[config.mk]
export PLATFORM = sky130hd
export DESIGN_NAME = alu_mdu_seq
export DESIGN_NICKNAME = d
export VERILOG_FILES = /design/src/rtl/alu_mdu_seq.sv
export SDC_FILE = /design/constraint.sdc
export NUM_CORES = 1
export LEC_CHECK = 0
export BUFFER_PORTS_ARGS = -buffer_cell sky130_fd_sc_hd__buf_4
export CORE_UTILIZATION = 24
export CTS_BUF_LIST = sky130_fd_sc_hd__clkbuf_2 sky130_fd_sc_hd__clkbuf_4 sky130_fd_sc_hd__clkbuf_8
export CTS_CLUSTER_DIAMETER = 150
export DETAILED_ROUTE_END_ITERATION = 6
export RECOVER_POWER = 100
export SLEW_MARGIN = 25
export SYNTH_ARGS = -nofsm -noshare
export SYNTH_HDL_FRONTEND = slang
export SYNTH_SLANG_ARGS = --single-unit
export TNS_END_PERCENT = 50
[constraint.sdc]
create_clock -name clk -period 14.6 [get_ports clk]
set_input_delay 1.46 -clock clk [delete_from_list [all_inputs] [get_ports clk]]
set_output_delay 1.46 -clock clk [all_outputs]
set_load 0.01 [all_outputs]
[src/rtl/alu_mdu_seq.sv]
// Sequential ALU with an iterative MIPS-style multiply/divide unit (HI/LO).
// Single-cycle ops register their result directly; MULT/DIV iterate one bit per cycle.
module alu_mdu_seq #(
    parameter int WIDTH = 32,
    parameter int OP_W  = 4
) (
    input  logic             clk,
    input  logic             rst,
    input  logic             in_valid,
    output logic             in_ready,
    input  logic [WIDTH-1:0] A,
    input  logic [WIDTH-1:0] B,
    input  logic [OP_W-1:0]  AluOp,
    output logic             out_valid,
    input  logic             out_ready,
    output logic [WIDTH-1:0] res,
    output logic             zero,
    output logic             ovf,
    output logic             div0,
    output logic [1:0]       dbg_state
);
    // Handshake: a transfer happens on a rising edge where valid && ready are both high;
    // in_valid is ignored while in_ready is low, and res/flags stay frozen while out_valid && !out_ready.
    localparam int SH_W = $clog2(WIDTH);

    localparam logic [OP_W-1:0] OP_AND  = OP_W'(0);
    localparam logic [OP_W-1:0] OP_OR   = OP_W'(1);
    localparam logic [OP_W-1:0] OP_ADD  = OP_W'(2);
    localparam logic [OP_W-1:0] OP_XOR  = OP_W'(3);
    localparam logic [OP_W-1:0] OP_NOR  = OP_W'(4);
    localparam logic [OP_W-1:0] OP_SLL  = OP_W'(5);
    localparam logic [OP_W-1:0] OP_SUB  = OP_W'(6);
    localparam logic [OP_W-1:0] OP_SLT  = OP_W'(7);
    localparam logic [OP_W-1:0] OP_SRL  = OP_W'(8);
    localparam logic [OP_W-1:0] OP_SRA  = OP_W'(9);
    localparam logic [OP_W-1:0] OP_MULTU = OP_W'(10);
    localparam logic [OP_W-1:0] OP_MULT = OP_W'(11);
    localparam logic [OP_W-1:0] OP_DIVU = OP_W'(12);
    localparam logic [OP_W-1:0] OP_DIV  = OP_W'(13);
    localparam logic [OP_W-1:0] OP_MFHI = OP_W'(14);
    localparam logic [OP_W-1:0] OP_MFLO = OP_W'(15);

    typedef enum logic [1:0] {S_IDLE, S_MUL, S_DIV, S_DONE} state_t;

    state_t               state;
    logic [WIDTH-1:0]     hi, lo, opb;
    logic [2*WIDTH-1:0]   p;
    logic [SH_W-1:0]      cnt;
    logic                 neg_lo, neg_hi, is_div;

    logic                 accept, is_mul_op, is_div_op, signed_op, a_neg, b_neg;
    logic [WIDTH-1:0]     a_mag, b_mag, add_sum, sub_diff, alu_res;
    logic                 alu_ovf;
    logic [SH_W-1:0]      shamt;
    logic [WIDTH:0]       mul_sum, div_shift, div_sub;
    logic                 div_ge;
    logic [2*WIDTH-1:0]   mul_next, div_next, prod_fix;
    logic [WIDTH-1:0]     quo_fix, rem_fix, fin_hi, fin_lo;

    assign in_ready  = (state == S_IDLE) && (!out_valid || out_ready);
    assign accept    = in_valid && in_ready;
    assign dbg_state = state;

    assign is_mul_op = (AluOp == OP_MULTU) || (AluOp == OP_MULT);
    assign is_div_op = (AluOp == OP_DIVU) || (AluOp == OP_DIV);
    assign signed_op = (AluOp == OP_MULT) || (AluOp == OP_DIV);
    assign a_neg     = signed_op && A[WIDTH-1];
    assign b_neg     = signed_op && B[WIDTH-1];
    assign a_mag     = a_neg ? -A : A;
    assign b_mag     = b_neg ? -B : B;

    assign add_sum  = A + B;
    assign sub_diff = A - B;
    assign shamt    = B[SH_W-1:0];

    always_comb begin
        alu_res = '0;
        alu_ovf = 1'b0;
        case (AluOp)
            OP_AND: alu_res = A & B;
            OP_OR:  alu_res = A | B;
            OP_ADD: begin
                alu_res = add_sum;
                alu_ovf = (A[WIDTH-1] == B[WIDTH-1]) && (add_sum[WIDTH-1] != A[WIDTH-1]);
            end
            OP_XOR: alu_res = A ^ B;
            OP_NOR: alu_res = ~(A | B);
            OP_SLL: alu_res = A << shamt;
            OP_SUB: begin
                alu_res = sub_diff;
                alu_ovf = (A[WIDTH-1] != B[WIDTH-1]) && (sub_diff[WIDTH-1] != A[WIDTH-1]);
            end
            OP_SLT:  alu_res = {{(WIDTH-1){1'b0}}, $signed(A) < $signed(B)};
            OP_SRL:  alu_res = A >> shamt;
            OP_SRA:  alu_res = $signed(A) >>> shamt;
            OP_MFHI: alu_res = hi;
            OP_MFLO: alu_res = lo;
            default: alu_res = '0;
        endcase
    end

    // Shift-add multiplier: p = {partial, multiplier}; restoring divider: p = {remainder, quotient}.
    assign mul_sum   = {1'b0, p[2*WIDTH-1:WIDTH]} + (p[0] ? {1'b0, opb} : {(WIDTH+1){1'b0}});
    assign mul_next  = {mul_sum, p[WIDTH-1:1]};
    assign div_shift = {p[2*WIDTH-1:WIDTH], p[WIDTH-1]};
    assign div_sub   = div_shift - {1'b0, opb};
    assign div_ge    = div_shift >= {1'b0, opb};
    assign div_next  = {(div_ge ? div_sub[WIDTH-1:0] : div_shift[WIDTH-1:0]), p[WIDTH-2:0], div_ge};

    assign prod_fix = neg_lo ? -p : p;
    assign quo_fix  = neg_lo ? -p[WIDTH-1:0] : p[WIDTH-1:0];
    assign rem_fix  = neg_hi ? -p[2*WIDTH-1:WIDTH] : p[2*WIDTH-1:WIDTH];
    assign fin_hi   = is_div ? rem_fix : prod_fix[2*WIDTH-1:WIDTH];
    assign fin_lo   = is_div ? quo_fix : prod_fix[WIDTH-1:0];

    always_ff @(posedge clk or posedge rst) begin
        if (rst) begin
            state     <= S_IDLE;
            hi        <= '0;
            lo        <= '0;
            opb       <= '0;
            p         <= '0;
            cnt       <= '0;
            neg_lo    <= 1'b0;
            neg_hi    <= 1'b0;
            is_div    <= 1'b0;
            out_valid <= 1'b0;
            res       <= '0;
            zero      <= 1'b0;
            ovf       <= 1'b0;
            div0      <= 1'b0;
        end else begin
            if (out_valid && out_ready) out_valid <= 1'b0;
            case (state)
                S_IDLE: begin
                    if (accept) begin
                        cnt <= '0;
                        if (is_mul_op || (is_div_op && (B != '0))) begin
                            p      <= {{WIDTH{1'b0}}, a_mag};
                            opb    <= b_mag;
                            neg_lo <= a_neg ^ b_neg;
                            neg_hi <= a_neg;
                            is_div <= is_div_op;
                            state  <= is_div_op ? S_DIV : S_MUL;
                        end else if (is_div_op) begin
                            hi        <= A;
                            lo        <= '1;
                            res       <= '1;
                            zero      <= 1'b0;
                            ovf       <= 1'b0;
                            div0      <= 1'b1;
                            out_valid <= 1'b1;
                        end else begin
                            res       <= alu_res;
                            zero      <= (alu_res == '0);
                            ovf       <= alu_ovf;
                            div0      <= 1'b0;
                            out_valid <= 1'b1;
                        end
                    end
                end
                S_MUL, S_DIV: begin
                    p   <= (state == S_DIV) ? div_next : mul_next;
                    cnt <= cnt + 1'b1;
                    if (cnt == SH_W'(WIDTH-1)) state <= S_DONE;
                end
                S_DONE: begin
                    hi        <= fin_hi;
                    lo        <= fin_lo;
                    res       <= fin_lo;
                    zero      <= (fin_lo == '0);
                    ovf       <= 1'b0;
                    div0      <= 1'b0;
                    out_valid <= 1'b1;
                    state     <= S_IDLE;
                end
                default: state <= S_IDLE;
            endcase
        end
    end
endmodule

; Yosys cells after proc, flatten, opt, wreduce, memory -nomap -nowiden
; Cells that the tools add are included.
[totals]
reg_bits = 206
word_cells = 140
input_bits = 72
[op_classes]
eq_ne = 28
muxes = 50
n_lt_le_gt_ge = 2
n_bitwise = 5
n_shift = 3
add_sub_neg = 10
reduce_logical = 28
[ops]
columns = op, n
row1 = 2-to-1 mux 32 bit, 17
row2 = case mux 32 bit (12 select lines), 1
row3 = 2-to-1 mux 64 bit, 4
row4 = case mux 32 bit (2 select lines), 3
row5 = negation 32 bit, 4
row6 = case mux 64 bit (2 select lines), 1
row7 = logical NOT 32 bit, 2
row8 = negation 64 bit, 1
row9 = subtractor 32 bit, 2
row10 = adder 32 x 32 -> 33 bit, 1
row11 = greater-or-equal comparator 33 x 32 -> 1 bit, 1
row12 = adder 32 bit, 1
row13 = AND 32 bit, 1
row14 = "== test 4 bit, second input constant", 8
row15 = < comparator 32 bit, 1
row16 = NOT 32 bit, 1
row17 = OR 32 bit, 1
row18 = nonzero test 32 bit, 1
row19 = << shifter 32 x 5 -> 32 bit, 1
row20 = right shift 32 x 5 -> 32 bit, 1
row21 = >>> shifter 32 x 5 -> 32 bit, 1
row22 = bitwise XOR 32 bit, 1
row23 = "== test 4 x 3 -> 1 bit, second input constant", 4
row24 = 2-to-1 mux 1 bit, 12
row25 = other kinds (26), 55

; Logic depth before layout (Yosys ltp)
[depth]
ltp_word = 8
ltp_mapped = 19
depth_no_buf = 16

; Worst setup path before layout
; Ideal clock, no wire load.
[synth_timing]
kind = in2reg
startpoint = in B[2]
endpoint = reg zero
setup_ns = 0.076
required_time_ns = 14.524
path_buffers = 5
t_arrival_ns = 5.292
slack_ns = 9.232
stages = 19
path_cell_list = buf_2 -> inv_1 -> buf_2 -> buf_1 -> buf_1 -> ha_1 -> buf_2 -> inv_1 -> o221ai_1 -> a21oi_1 -> xor2_1 -> nor2_1 -> or4_4 -> a211oi_2 -> nand4_1 -> or4_1 -> nor4_1 -> nand4b_1 -> o21ai_1
[synth_between]
elab_chain_len = 8
elab_cells_between_ends = 21
cone_classes = add/sub: 2 / order compare: 1 / eq/ne: 1 / shift: 3 / mux: 5 / bitwise: 4 / reduce/logical: 5
[synth_lines]
columns = item, line_no
row1 = "start, declared", 12  ; input logic [WIDTH-1:0] B,
row2 = branches (longest 8 deep; another with subtractor 32 bit), n/a
row3 = "end signal, assigned", 155  ; zero <= (alu_res == '0);
row4 = "end signal, assigned", 171  ; zero <= (fin_lo == '0);
row5 = "end, declared", 17  ; output logic zero,
; Several ways; the timed one is not identified. The select of a mux whose other input is x is not followed.
; A chain may end at the register's enable or synchronous reset.

; Final worst setup path
[layout_timing]
startpoint = in B[1]
endpoint = reg p[58]
[layout_between]
elab_chain_len = 5
[layout_lines]
columns = item, line_no
row1 = nonzero test 32 bit, 138  ; if (is_mul_op || (is_div_op && (B != '0))) begin
row2 = logical AND 1 bit, 138
row3 = logical OR 1 bit, 138
row4 = inequality test 2 x 1 -> 1 bit (no source line), n/a
row5 = AND reduction 3 bit (no source line), n/a
row6 = "end signal, assigned", 139  ; p <= {{WIDTH{1'b0}}, a_mag};
row7 = "end signal, assigned", 163  ; p <= (state == S_DIV) ? div_next : mul_next;
row8 = "end, declared", 47  ; logic [2*WIDTH-1:0] p;
; No other way between the ends.

==> results.cfg <==
[floorplanning]
rows = 120
fp.coreArea_sq_mm = 0.108
dieHeight_um = 332
dieArea_sq_mm = 0.110
die_w_um = 332
pin_count = 111
start_util_pct = 24.3

[global_route]
grt_pass1_vias = 26551
grt-ovfl-total = 0
grt_pass1_wl_mm = 190
antenna_found_initial = 3
grt_max_degree = 110
track_usage_pct = 23.1

[clock_network]
path_clk_slew_ns = 0.06
htreeDepth = 2
clk_latency_ns = 0.64
cts_resized = 0
root_buffer = clkbuf_8
cts_hold_buf = 0
cts.path.max_buffers = 3
cts_tree = done
post-cts-setup-buffers = 0
cts_buffers = 42
cts_sinks = 206

[cells_and_area]
final_common_cell = nand2_1
instances_no_fill = 4881
final_cell_mix = nand2_1 (367), nor2_1 (334), o21ai_0 (324)
nets = 3691
syn_to_final_growth_pct = 10.5
drive_gt1_share_pct = 8.87

[synthesis]
synth_area_sq_mm = 0.0261
yosys_register_bits = 206
synthFlopType = dfrtp_1
synth_cell_types = 101
syn_nets = 3760
ys_seq_area_share_pct = 19.7
syn_inst = 3510
yosys-top-cells-area = dfrtp_1 (20%), ha_1 (8.3%), o21ai_0 (6.1%), a21oi_1 (5.3%), nand2_1 (5.3%)
postSynth.asyncResetShare_pct = 100
synth_top_area_share_pct = 19.7
yosysWarnings = 0
yosysTopAreaCell = dfrtp_1
synth_edf_count = 0
synth_area_per_cell_sq_um = 7.44

[route]
drt-initial-drc-count = 4031
drtPass1Iterations = 7
ant_nets = 0
dr_total_vias = 28717
wl_per_cell_um = 27.1
wl_mm = 132
route.detailed.drc = 2
via_per_inst = 5.88

[timing]
period_needed_ns = 10.11
hold_viol = 0
rsz0062_at_grt = no
slew_violations = 597
holdWs_ns = 0.476
timing.fmax_mhz = 98.9
maxSlewHeadroom_pct = -254
setup_ws_ns = 4.49
skew_ns = 0.0368
worstMarginPinSlew_ns = 5.28
period_share_pct = 69.2
setup_violations = 0
tns_ns = 0

[run_status]
violations = design-rule violations, max-capacitance violations, max-slew violations
status = complete, but fails checks

[worst_setup_path]
cp.required_ns = 15.11
reg2reg_slack_ns = 7.80
critPathCaptureType = flip-flop
path_max_fanout = 69
arrival_ns = 10.61
start_kind = input port
r2r_end = hi[0]$_DFFE_PP0P_
r2r_cells = 6
r2r_start = dbg_state[1]$_DFFE_PP0P_
path_class = input port to flip-flop

[placed_design]
hpwl_mm = 102
io_buffers = 110
dp_slack_ns = 7.65
dp.cells = 4800
gp_congestion = 1.10

[hold_path]
hold_path_startpoint = hi[29]$_DFFE_PP0P_
min_path_type = flip-flop to flip-flop
min_to = hi[29]$_DFFE_PP0P_
hold_depth = 1

[pwr]
ir_drop_mv = 0.119
finalPower_mw = 5.66
p_leak_nw = 11.9
power.density_mw_per_mm2 = 196

[job]
drv_cap = 9
==> synth_stat cells (all sizes together) (77+ instances only) <==
cell type and n:
ha 174, a21oi 276, o21ai 334, clkbuf 192
nor3 92, mux2i 120, a21o 84, buf 81
dfrtp 206, nand3 77, xnor2 115, nor2 336
nand2 369, inv 158
==> per-layer routing <==
metal / vias up / share of wire [%] / GRT usage (%) / wire (um)
met3: 417 / 9.0 / 4.29 / 12000
li1: 12728 / - / - / -
met5: - / 0 / 0 / 0
met1: 13846 / 40 / 29.6 / 52900
met4: 0 / 8.2 / 15.6 / 10800
met2: 1726 / 43 / 35.3 / 56600
==> flip-flops by register name, indices dropped and copies added (netlist names) <==
| name | flops |
|---|---|
| zero | 1 |
| ovf | 1 |
| hi | 32 |
| cnt | 5 |
| p | 64 |
| neg_hi | 1 |
| neg_lo | 1 |
| div0 | 1 |
| opb | 32 |
| dbg_state | 2 |
| is_div | 1 |
| out_valid | 1 |
| lo | 32 |
| res | 32 |
==> worst max path at each step <==
stage,start,to,slack (ns)
6_report,B[1],p[58]$_DFFE_PP0P_,4.49
5_1_grt,B[1],p[58]$_DFFE_PP0P_,3.97
4_1_cts,B[1],p[58]$_DFFE_PP0P_,8.32
3_5_place_dp,B[1],p[58]$_DFFE_PP0P_,7.65
3_3_place_gp,B[0],p[58]$_DFFE_PP0P_,7.74
2_1_floorplan,rst,cnt[0]$_DFFE_PP0P_,7.52
==> kinds of logic (layout without fill, tap and decap cells) <==
group / Yosys count / after routing / share of synthesized area [%]
DFF: 206 / 206 / 19.7
buffers and inverters: 435 / 399 / 6.88
adders and majority gates: 178 / 178 / 8.65
and+or+nand+nor: 1144 / 1144 / 20.6
AOI/OAI and AO/OA: 1185 / 1185 / 29.5
muxes: 171 / 171 / 8.21
xor gates and xnor gates: 191 / 191 / 6.41
other: 0 / 4 / 0
==> stage by stage <==
stage,util (%),cell area (sq um)
5_1_grt,26.8,28800
4_1_cts,27.0,29000
3_5_place_dp,26.1,28000
6_report,26.8,28800
2_1_floorplan,-,26100
3_3_place_gp,26.1,28000
==> power by group <==
group | leakage [nW] | internal (mW) | switching, mW
combinational | 8.96 | 1.32 | 2.34
sequential | 2.43 | 0.863 | 0.386
clock | 0.537 | 0.449 | 0.295
==> worst max-delay path: stages <==
cell and delay (ns):
clkbuf_1 0.83, clkinv_1 0.85, ha_1 0.31, or4b_1 0.59, nor4_1 0.99, nand4b_1 0.44, o21a_1 0.30, o21ai_0 0.35
or2_2 0.19, clkbuf_1 2.08, and2_0 0.41, nor2b_1 0.07, clkbuf_1 0.32, nand2_1 0.79, nor2_1 0.17, a222oi_1 0.32
nand2_1 0.10
==> area by class of cell <==
cell class | count | area, sq um
Sequential cell | 206 | 5150
Tap cell | 1403 | 1760
Inverter | 162 | 609
Clock inverter | 10 | 153
Clock buffer | 67 | 872
Multi-Input combinational cell | 2869 | 19300
Antenna cell | 4 | 10.0
Timing Repair Buffer | 160 | 1030
Fill cell | 11925 | 78700
Note: power is estimated with default switching activity, not from simulation.
